$ cat config.mk
export PLATFORM = sky130hd
export DESIGN_NAME = axi_spi_master
export DESIGN_NICKNAME = d
export VERILOG_FILES = /design/src/rtl/axi_spi_master.sv
export SDC_FILE = /design/constraint.sdc
export NUM_CORES = 1
export LEC_CHECK = 0
export CORE_ASPECT_RATIO = 0.8
export CORE_MARGIN = 3
export CORE_UTILIZATION = 40
export CTS_CLUSTER_DIAMETER = 150
export CTS_CLUSTER_SIZE = 8
export DETAILED_ROUTE_END_ITERATION = 7
export HOLD_SLACK_MARGIN = 0.1
export SYNTH_ARGS = -nofsm -noshare
export SYNTH_HDL_FRONTEND = slang
export SYNTH_SLANG_ARGS = --single-unit
export TNS_END_PERCENT = 1
$ cat constraint.sdc
create_clock -name clk -period 4.17 [get_ports clk]
set_input_delay 0.834 -clock clk [delete_from_list [all_inputs] [get_ports clk]]
set_output_delay 0.834 -clock clk [all_outputs]
set_load 0.02 [all_outputs]
$ cat src/rtl/axi_spi_master.sv
// AXI4-Lite register front end with TX/RX FIFOs driving a SPI master shift engine.
// CPOL/CPHA/CS_SEL/DIV are latched when a burst starts; clearing EN aborts at once.
module axi_spi_master #(
  parameter int unsigned DATA_W     = 8,
  parameter int unsigned NUM_CS     = 1,
  parameter int unsigned FIFO_DEPTH = 8
) (
  input  logic              clk,
  input  logic              resetn,
  input  logic [11:0]       s_axi_awaddr,
  input  logic              s_axi_awvalid,
  output logic              s_axi_awready,
  input  logic [31:0]       s_axi_wdata,
  input  logic [3:0]        s_axi_wstrb,
  input  logic              s_axi_wvalid,
  output logic              s_axi_wready,
  output logic [1:0]        s_axi_bresp,
  output logic              s_axi_bvalid,
  input  logic              s_axi_bready,
  input  logic [11:0]       s_axi_araddr,
  input  logic              s_axi_arvalid,
  output logic              s_axi_arready,
  output logic [31:0]       s_axi_rdata,
  output logic [1:0]        s_axi_rresp,
  output logic              s_axi_rvalid,
  input  logic              s_axi_rready,
  output logic              spi_sclk,
  output logic              spi_mosi,
  input  logic              spi_miso,
  output logic [NUM_CS-1:0] spi_cs_n,
  output logic              irq
);
  localparam int unsigned AW = $clog2(FIFO_DEPTH);
  localparam int unsigned CW = AW + 1;
  localparam int unsigned EW = $clog2(2 * DATA_W);
  localparam int unsigned LastEdge = 2 * DATA_W - 1;
  localparam logic [1:0] RespOkay = 2'b00;
  localparam logic [1:0] RespSlvErr = 2'b10;

  typedef enum logic [2:0] {StIdle, StLead, StShift, StTrail, StGap} state_e;

  logic aw_rdy_q, aw_rdy_d, b_valid_q, b_valid_d, ar_rdy_q, ar_rdy_d, r_valid_q, r_valid_d;
  logic [1:0] b_resp_q, b_resp_d, r_resp_q, r_resp_d;
  logic [31:0] r_data_q, r_data_d;
  logic en_q, en_d, cpol_q, cpol_d, cpha_q, cpha_d, irq_en_q, irq_en_d, ovf_q, ovf_d;
  logic [2:0] cs_sel_q, cs_sel_d, cs_a_q, cs_a_d;
  logic [15:0] div_q, div_d, div_a_q, div_a_d, cnt_q, cnt_d;
  logic cpol_a_q, cpol_a_d, cpha_a_q, cpha_a_d;
  state_e st_q, st_d;
  logic [EW-1:0] edge_q, edge_d;
  logic [DATA_W-1:0] tx_sh_q, tx_sh_d, rx_sh_q, rx_sh_d, rx_wdata, ld_word;
  logic sclk_q, sclk_d, mosi_q, mosi_d;
  logic [DATA_W-1:0] tx_mem_q [FIFO_DEPTH];
  logic [DATA_W-1:0] rx_mem_q [FIFO_DEPTH];
  logic [AW-1:0] tx_wp_q, tx_wp_d, tx_rp_q, tx_rp_d, rx_wp_q, rx_wp_d, rx_rp_q, rx_rp_d;
  logic [CW-1:0] tx_cnt_q, tx_cnt_d, rx_cnt_q, rx_cnt_d;
  logic tx_push, tx_pop, rx_push, rx_push_req, rx_pop, tx_flush, rx_flush, load, ld_cpha;
  logic tx_full, tx_empty, rx_full, rx_empty, busy, tick, lead_edge, sample;
  logic wr_mapped, rd_mapped;
  logic [31:0] ctrl_rd, status_rd;
  logic unused_bits;

  assign tx_full   = (tx_cnt_q == CW'(FIFO_DEPTH));
  assign tx_empty  = (tx_cnt_q == '0);
  assign rx_full   = (rx_cnt_q == CW'(FIFO_DEPTH));
  assign rx_empty  = (rx_cnt_q == '0);
  assign busy      = (st_q != StIdle);
  assign tick      = (cnt_q == div_a_q);
  assign wr_mapped = (s_axi_awaddr[11:5] == '0) && (s_axi_awaddr[4:2] <= 3'd4);
  assign rd_mapped = (s_axi_araddr[11:5] == '0) && (s_axi_araddr[4:2] <= 3'd4);
  assign unused_bits = ^{s_axi_awaddr[1:0], s_axi_araddr[1:0], s_axi_wdata};

  always_comb begin
    ctrl_rd = '0;
    ctrl_rd[3:0]  = {irq_en_q, cpha_q, cpol_q, en_q};
    ctrl_rd[10:8] = cs_sel_q;
    status_rd = '0;
    status_rd[5:0]   = {ovf_q, rx_empty, rx_full, tx_empty, tx_full, busy};
    status_rd[12:8]  = 5'(tx_cnt_q);
    status_rd[20:16] = 5'(rx_cnt_q);
  end

  always_comb begin
    aw_rdy_d = s_axi_awvalid && s_axi_wvalid && !b_valid_q && !aw_rdy_q;
    ar_rdy_d = s_axi_arvalid && !r_valid_q && !ar_rdy_q;
    b_valid_d = b_valid_q && !s_axi_bready;
    r_valid_d = r_valid_q && !s_axi_rready;
    b_resp_d = b_resp_q;  r_resp_d = r_resp_q;  r_data_d = r_data_q;
    en_d = en_q;  cpol_d = cpol_q;  cpha_d = cpha_q;  irq_en_d = irq_en_q;
    cs_sel_d = cs_sel_q;  div_d = div_q;  ovf_d = ovf_q;
    cpol_a_d = cpol_a_q;  cpha_a_d = cpha_a_q;  cs_a_d = cs_a_q;  div_a_d = div_a_q;
    st_d = st_q;  edge_d = edge_q;  tx_sh_d = tx_sh_q;  rx_sh_d = rx_sh_q;
    sclk_d = sclk_q;  mosi_d = mosi_q;
    cnt_d = tick ? '0 : cnt_q + 16'd1;
    tx_push = 1'b0;  tx_pop = 1'b0;  rx_push = 1'b0;  rx_push_req = 1'b0;  rx_pop = 1'b0;
    tx_flush = 1'b0;  rx_flush = 1'b0;  load = 1'b0;  ld_cpha = cpha_a_q;  ld_word = '0;
    rx_wdata = rx_sh_q;  lead_edge = 1'b0;  sample = 1'b0;
    tx_wp_d = tx_wp_q;  tx_rp_d = tx_rp_q;  tx_cnt_d = tx_cnt_q;
    rx_wp_d = rx_wp_q;  rx_rp_d = rx_rp_q;  rx_cnt_d = rx_cnt_q;

    // Write takes effect in the cycle the ready pulse is visible to the master.
    if (aw_rdy_q) begin
      b_valid_d = 1'b1;
      b_resp_d  = wr_mapped ? RespOkay : RespSlvErr;
      if (wr_mapped && s_axi_wstrb != 4'b0) begin
        case (s_axi_awaddr[4:2])
          3'd0: begin
            {irq_en_d, cpha_d, cpol_d, en_d} = s_axi_wdata[3:0];
            cs_sel_d = s_axi_wdata[10:8];
            tx_flush = s_axi_wdata[16];
            rx_flush = s_axi_wdata[17];
          end
          3'd1: div_d = s_axi_wdata[15:0];
          3'd2: begin
            if (tx_full) b_resp_d = RespSlvErr;
            else         tx_push  = 1'b1;
          end
          3'd4: if (s_axi_wdata[5]) ovf_d = 1'b0;
          default: ;
        endcase
      end
    end

    if (ar_rdy_q) begin
      r_valid_d = 1'b1;
      r_resp_d  = rd_mapped ? RespOkay : RespSlvErr;
      r_data_d  = '0;
      if (rd_mapped) begin
        case (s_axi_araddr[4:2])
          3'd0: r_data_d = ctrl_rd;
          3'd1: r_data_d = {16'b0, div_q};
          3'd3: if (!rx_empty) begin
            r_data_d = 32'(rx_mem_q[rx_rp_q]);
            rx_pop   = 1'b1;
          end
          3'd4: r_data_d = status_rd;
          default: ;
        endcase
      end
    end

    case (st_q)
      StIdle: begin
        sclk_d = cpol_q;
        cnt_d  = '0;
        if (en_q && !tx_empty) begin
          cpol_a_d = cpol_q;  cpha_a_d = cpha_q;  cs_a_d = cs_sel_q;  div_a_d = div_q;
          ld_cpha = cpha_q;
          load    = 1'b1;
          st_d    = StLead;
        end
      end
      StLead: if (tick) st_d = StShift;
      StShift: begin
        if (tick) begin
          sclk_d    = !sclk_q;
          lead_edge = !edge_q[0];
          sample    = lead_edge ^ cpha_a_q;
          edge_d    = edge_q + EW'(1);
          if (sample) rx_wdata = {rx_sh_q[DATA_W-2:0], spi_miso};
          rx_sh_d = rx_wdata;
          if (!sample && edge_q != EW'(LastEdge)) begin
            mosi_d  = tx_sh_q[DATA_W-1];
            tx_sh_d = tx_sh_q << 1;
          end
          if (edge_q == EW'(LastEdge)) begin
            rx_push_req = 1'b1;
            if (!tx_empty) load = 1'b1;
            else           st_d = StTrail;
          end
        end
      end
      StTrail: if (tick) st_d = StGap;
      StGap:   if (tick) st_d = StIdle;
      default: st_d = StIdle;
    endcase

    // Clearing EN kills the burst on the same edge, dropping any partial word.
    if (!en_d) begin
      st_d = StIdle;  sclk_d = cpol_d;  cnt_d = '0;
      load = 1'b0;  rx_push_req = 1'b0;
    end

    if (load) begin
      ld_word = tx_mem_q[tx_rp_q];
      tx_pop  = 1'b1;
      edge_d  = '0;
      cnt_d   = '0;
      if (ld_cpha) begin
        tx_sh_d = ld_word;
      end else begin
        mosi_d  = ld_word[DATA_W-1];
        tx_sh_d = ld_word << 1;
      end
    end

    if (rx_push_req) begin
      if (!rx_full || rx_pop) rx_push = 1'b1;
      else                    ovf_d   = 1'b1;
    end

    if (tx_flush) begin
      tx_wp_d = '0;  tx_rp_d = '0;  tx_cnt_d = '0;
    end else begin
      if (tx_push) tx_wp_d = tx_wp_q + AW'(1);
      if (tx_pop)  tx_rp_d = tx_rp_q + AW'(1);
      tx_cnt_d = tx_cnt_q + CW'(tx_push) - CW'(tx_pop);
    end
    if (rx_flush) begin
      rx_wp_d = '0;  rx_rp_d = '0;  rx_cnt_d = '0;
    end else begin
      if (rx_push) rx_wp_d = rx_wp_q + AW'(1);
      if (rx_pop)  rx_rp_d = rx_rp_q + AW'(1);
      rx_cnt_d = rx_cnt_q + CW'(rx_push) - CW'(rx_pop);
    end
  end

  always_ff @(posedge clk) begin
    if (tx_push && !tx_flush) tx_mem_q[tx_wp_q] <= s_axi_wdata[DATA_W-1:0];
    if (rx_push && !rx_flush) rx_mem_q[rx_wp_q] <= rx_wdata;
  end

  always_ff @(posedge clk) begin
    if (!resetn) begin
      aw_rdy_q <= 1'b0;  b_valid_q <= 1'b0;  b_resp_q <= '0;
      ar_rdy_q <= 1'b0;  r_valid_q <= 1'b0;  r_resp_q <= '0;  r_data_q <= '0;
      en_q <= 1'b0;  cpol_q <= 1'b0;  cpha_q <= 1'b0;  irq_en_q <= 1'b0;  ovf_q <= 1'b0;
      cs_sel_q <= '0;  div_q <= '0;
      cpol_a_q <= 1'b0;  cpha_a_q <= 1'b0;  cs_a_q <= '0;  div_a_q <= '0;
      st_q <= StIdle;  cnt_q <= '0;  edge_q <= '0;  tx_sh_q <= '0;  rx_sh_q <= '0;
      sclk_q <= 1'b0;  mosi_q <= 1'b0;
      tx_wp_q <= '0;  tx_rp_q <= '0;  tx_cnt_q <= '0;
      rx_wp_q <= '0;  rx_rp_q <= '0;  rx_cnt_q <= '0;
    end else begin
      aw_rdy_q <= aw_rdy_d;  b_valid_q <= b_valid_d;  b_resp_q <= b_resp_d;
      ar_rdy_q <= ar_rdy_d;  r_valid_q <= r_valid_d;  r_resp_q <= r_resp_d;  r_data_q <= r_data_d;
      en_q <= en_d;  cpol_q <= cpol_d;  cpha_q <= cpha_d;  irq_en_q <= irq_en_d;  ovf_q <= ovf_d;
      cs_sel_q <= cs_sel_d;  div_q <= div_d;
      cpol_a_q <= cpol_a_d;  cpha_a_q <= cpha_a_d;  cs_a_q <= cs_a_d;  div_a_q <= div_a_d;
      st_q <= st_d;  cnt_q <= cnt_d;  edge_q <= edge_d;  tx_sh_q <= tx_sh_d;  rx_sh_q <= rx_sh_d;
      sclk_q <= sclk_d;  mosi_q <= mosi_d;
      tx_wp_q <= tx_wp_d;  tx_rp_q <= tx_rp_d;  tx_cnt_q <= tx_cnt_d;
      rx_wp_q <= rx_wp_d;  rx_rp_q <= rx_rp_d;  rx_cnt_q <= rx_cnt_d;
    end
  end

  // An out-of-range CS_SEL matches no line, so all chip selects stay high.
  always_comb begin
    spi_cs_n = '1;
    if (st_q == StLead || st_q == StShift || st_q == StTrail) begin
      for (int unsigned i = 0; i < NUM_CS; i++) begin
        if (cs_a_q == 3'(i)) spi_cs_n[i] = 1'b0;
      end
    end
  end

  assign s_axi_awready = aw_rdy_q;
  assign s_axi_wready  = aw_rdy_q;
  assign s_axi_bvalid  = b_valid_q;
  assign s_axi_bresp   = b_resp_q;
  assign s_axi_arready = ar_rdy_q;
  assign s_axi_rvalid  = r_valid_q;
  assign s_axi_rresp   = r_resp_q;
  assign s_axi_rdata   = r_data_q;
  assign spi_sclk      = sclk_q;
  assign spi_mosi      = mosi_q;
  assign irq           = irq_en_q && (!rx_empty || ovf_q || (tx_empty && !busy));
endmodule

==> impl_metrics.env <==
export IMPL_crit_path_max_fanout=7
export IMPL_synth_seq_cells=265
export IMPL_setup_viol_count_final=0
export IMPL_grt_start_max_net_pins=43
export IMPL_fp_dieH_um=155
export IMPL_final_cells=1379
export IMPL_net_switching_power_of_the_design_mw=1.15
export IMPL_postSynthCellCount=885
export IMPL_grt_pass1_vias=7151
export IMPL_period_minus_slack_ps=3570
export IMPL_rr_startpoint="tx_cnt_q[2]"
export IMPL_syn_mean_instance_area_um2=12.6
export IMPL_synth_cell_area_um2=11100
export IMPL_cp_start_kind="flop"
export IMPL_holdCritPathClass="reg -> reg"
export IMPL_fp_dieArea_um2=29900
export IMPL_hold_worst_slack_ps=455
export IMPL_first_pass_grt_wire_length_mm=40.6
export IMPL_clk_insertion_delay_late_ps=500
export IMPL_drt_antenna_violating_nets=0
export IMPL_post_cts_setup_buffers=0
export IMPL_cts_reportedPaths_clkPinSlew_ps=50
export IMPL_cp_data_arrival_time_ps=2740
export IMPL_postSynth_topFlopCell="sky130_fd_sc_hd__dfxtp_1"
export IMPL_number_of_vias_in_the_routed_layout=7061
export IMPL_synth_edff_count=128
export IMPL_internal_power_mw=4.52
export IMPL_grt_setup_unrepaired="false"
export IMPL_timing_reg2reg_worst_path_depth=14
export IMPL_end_kind="output pin"
export IMPL_cts_made_buffers=39
export IMPL_tritoncts="built"
export IMPL_clk_root_buffer_cell="sky130_fd_sc_hd__clkbuf_16"
export IMPL_layout_setup_ws_ps=598
export IMPL_core_area_um2=26800
export IMPL_preCtsSetupSlack_ps=227
export IMPL_drive_gt1_frac=0.146
export IMPL_max_slew_margin_rel=0.220
export IMPL_synthesis_yosys_warnings=0
export IMPL_r2r_slack_ps=970
export IMPL_wl_per_cell_um=18.2
export IMPL_maxCapViolations=0
export IMPL_fillers=2387
export IMPL_n_antenna_cell=0
export IMPL_post_route_standard_cell_area_excluding_fillers_um2=13500
export IMPL_cp_startpoint="tx_cnt_q[2]"
export IMPL_placed_cell_area_um2=12400
export IMPL_syn2layout_area_growth_pct=21.4
export IMPL_finalClockSkew_ps=23.8
export IMPL_setup_tns_final_ps=0
export IMPL_share_of_total_power_consumed_by_net_switching=0.202
export IMPL_initial_core_util=0.415
export IMPL_ratio_of_routed_vias_to_standard_cells=5.12
export IMPL_pwr_share_comb=0.025
export IMPL_hold_buffers=0
export IMPL_gp_congestion=0.793
export IMPL_residual_overflow_from_global_routing=0
export IMPL_ratio_of_total_power_to_cell_area_nw_per_um2=419
export IMPL_place_hpwl_mm=17.6
export IMPL_critPathCapture="irq"
export IMPL_req_time_crit_path_ps=3340
export IMPL_routed_wl_mm=25.2
export IMPL_drc=0
export IMPL_p_leak_nw=5.08
export IMPL_power_share_clock=0.494
export IMPL_grt_total_usage=0.175
export IMPL_report_final_slew_viol_count=0
export IMPL_cts_repair_resize_count=0
export IMPL_crit_reg2reg_capture="tx_cnt_q[2]"
export IMPL_initialDrtViolationCount=443
export IMPL_synthArstFlopShare=0
export IMPL_antenna_found_initial=0
export IMPL_fin_crit_sh=0.857
export IMPL_clk_path_buf_depth=3
export IMPL_peak_supply_drop_v=0.000231
export IMPL_ioPinCount=113
export IMPL_timing_final_hold_violations=0
export IMPL_port_buffers=80
export IMPL_cts_htree_levels=2
export IMPL_seq_area_frac_synth=0.592
export IMPL_dieWidth_um=192
export IMPL_place_inst=1313
export IMPL_run_status="complete, no violations"
export IMPL_nNetsFinal=1085
export IMPL_detailedRoute_firstPassIterationCount=5
export IMPL_seq_power_share=0.481
export IMPL_fp_row_count=53
export IMPL_yosys_cell_types_count=61
export IMPL_transition_time_of_the_tightest_slew_check_pin_ps=1170
export IMPL_cts_num_sinks=265
export IMPL_max_freq_ghz=0.280
export IMPL_critPathKind="reg -> out"
## per-layer routing
layer	track usage	routed length, µm	share of wire	up-vias
met2	0.257	10600	0.42	190
met1	0.265	12700	0.50	3414
met3	0.0360	1450	0.057	37
li1	-	-	-	3420
met4	0.0426	385	0.015	0
met5	0	0	0	-
## metrics by stage
| stage | total power [mW] | utilization |
|---|---|---|
| 2_1_floorplan | 2.84 | - |
| 3_3_place_gp | 2.92 | 0.464 |
| 3_5_place_dp | 2.92 | 0.464 |
| 4_1_cts | 5.73 | 0.504 |
| 5_1_grt | 5.86 | 0.504 |
| 6_report | 5.66 | 0.504 |
## flip-flops by register name, summed over array words and instances, names as in the netlist, 4 cells and up, named ones only
signal	cells
cnt_q	16
div_a_q	16
div_q	16
edge_q	4
rx_cnt_q	4
rx_mem_q	64
rx_sh_q	8
s_axi_rdata	20
tx_cnt_q	4
tx_mem_q	64
tx_sh_q	8
## cells in the final DEF (no fill, tap or decap), types with 3 or more instances in the layout
cell type,instances
sky130_fd_sc_hd__conb_1,14
sky130_fd_sc_hd__a31oi_1,5
sky130_fd_sc_hd__inv_1,26
sky130_fd_sc_hd__nor3b_1,5
sky130_fd_sc_hd__edfxtp_1,128
sky130_fd_sc_hd__nand2_1,73
sky130_fd_sc_hd__or4b_1,3
sky130_fd_sc_hd__clkbuf_1,25
sky130_fd_sc_hd__o22ai_1,7
sky130_fd_sc_hd__ha_1,18
sky130_fd_sc_hd__nor4_1,5
sky130_fd_sc_hd__and2_1,10
sky130_fd_sc_hd__or3_1,3
sky130_fd_sc_hd__and3_1,10
sky130_fd_sc_hd__clkdlybuf4s50_1,80
sky130_fd_sc_hd__a22o_1,20
sky130_fd_sc_hd__buf_4,37
sky130_fd_sc_hd__nor3_1,13
sky130_fd_sc_hd__mux4_2,32
sky130_fd_sc_hd__nor4b_2,3
sky130_fd_sc_hd__nand4_1,6
sky130_fd_sc_hd__a21oi_1,25
sky130_fd_sc_hd__nand3_1,15
sky130_fd_sc_hd__nand2b_1,5
sky130_fd_sc_hd__xnor2_1,29
sky130_fd_sc_hd__a21boi_0,8
sky130_fd_sc_hd__o21ai_0,14
sky130_fd_sc_hd__nor2_1,85
sky130_fd_sc_hd__clkbuf_16,39
sky130_fd_sc_hd__mux2i_1,51
sky130_fd_sc_hd__a31o_2,4
sky130_fd_sc_hd__o211a_1,8
sky130_fd_sc_hd__mux2_2,23
sky130_fd_sc_hd__xor2_1,16
sky130_fd_sc_hd__dfxtp_1,137
sky130_fd_sc_hd__nand3b_1,5
## Yosys cell counts (7+ instances only)
cell / number / area share
sky130_fd_sc_hd__dfxtp_1: 137 / 0.25
sky130_fd_sc_hd__edfxtp_1: 128 / 0.35
sky130_fd_sc_hd__nor2_1: 86 / 0.029
sky130_fd_sc_hd__nand2_1: 73 / 0.025
sky130_fd_sc_hd__mux2i_1: 51 / 0.046
sky130_fd_sc_hd__mux4_2: 32 / 0.065
sky130_fd_sc_hd__clkbuf_1: 29 / 0.0098
sky130_fd_sc_hd__xnor2_1: 29 / 0.023
sky130_fd_sc_hd__inv_1: 26 / 0.0088
sky130_fd_sc_hd__a21oi_1: 25 / 0.011
sky130_fd_sc_hd__mux2_2: 23 / 0.023
sky130_fd_sc_hd__a22o_1: 20 / 0.016
sky130_fd_sc_hd__ha_1: 18 / 0.020
sky130_fd_sc_hd__xor2_1: 16 / 0.013
sky130_fd_sc_hd__buf_4: 15 / 0.010
sky130_fd_sc_hd__nand3_1: 15 / 0.0067
sky130_fd_sc_hd__o21ai_0: 14 / 0.0063
sky130_fd_sc_hd__nor3_1: 13 / 0.0058
sky130_fd_sc_hd__and2_1: 10 / 0.0056
sky130_fd_sc_hd__and3_1: 10 / 0.0056
sky130_fd_sc_hd__buf_2: 10 / 0.0045
sky130_fd_sc_hd__a21boi_0: 8 / 0.0054
sky130_fd_sc_hd__o211a_1: 8 / 0.0072
sky130_fd_sc_hd__o22ai_1: 7 / 0.0039
## final cells by class
| class | count | area (µm²) | area share |
|---|---|---|---|
| sequential | 265 | 6590 | 0.488 |
| multi-input combinational | 547 | 4210 | 0.311 |
| timing repair buffer | 117 | 1080 | 0.0799 |
| clock buffer | 64 | 1070 | 0.0792 |
| tap | 357 | 447 | 0.0331 |
| inverter | 27 | 101 | 0.00750 |
| clock inverter | 2 | 17.5 | 0.00130 |
## power groups by stage
stage	sequential (mW)	combinational [mW]	clock [mW]
after floorplan	2.78	0.0574	0
after global placement	2.78	0.139	0
after detailed placement	2.78	0.140	0
after CTS	2.72	0.140	2.86
after global routing	2.72	0.152	2.99
final	2.73	0.139	2.80
## how the worst min path moves through the flow
stage | start | end | slack, ps | cells past startpoint
detailed placement | s_axi_bvalid | s_axi_awready | 440 | 1
global route | s_axi_bvalid | s_axi_awready | 460 | 1
global placement | s_axi_bvalid | s_axi_awready | 440 | 1
finish | s_axi_bvalid | s_axi_awready | 450 | 1
floorplan | cs_a_q[1] | cs_a_q[1] | 440 | 2
CTS | s_axi_bvalid | s_axi_awready | 440 | 1
## worst max-delay path: stages (launching register included)
cell and delay [ps]:
sky130_fd_sc_hd__dfxtp_1 290, sky130_fd_sc_hd__inv_1 160, sky130_fd_sc_hd__ha_1 170, sky130_fd_sc_hd__or3b_2 550
sky130_fd_sc_hd__nor4_1 250, sky130_fd_sc_hd__o31a_1 200, sky130_fd_sc_hd__clkdlybuf4s50_1 620
## logic make-up after synthesis
| logic type | after synthesis | share of synthesized area |
|---|---|---|
| other cells | 1 | 0.000337 |
| buf+inv | 86 | 0.0359 |
| fa+ha+maj | 20 | 0.0238 |
| xor+xnor | 45 | 0.0354 |
| compound gates | 103 | 0.0647 |
| mux | 106 | 0.134 |
| simple gates | 259 | 0.114 |
| flops | 265 | 0.592 |
(Power assumes the default switching activity.)
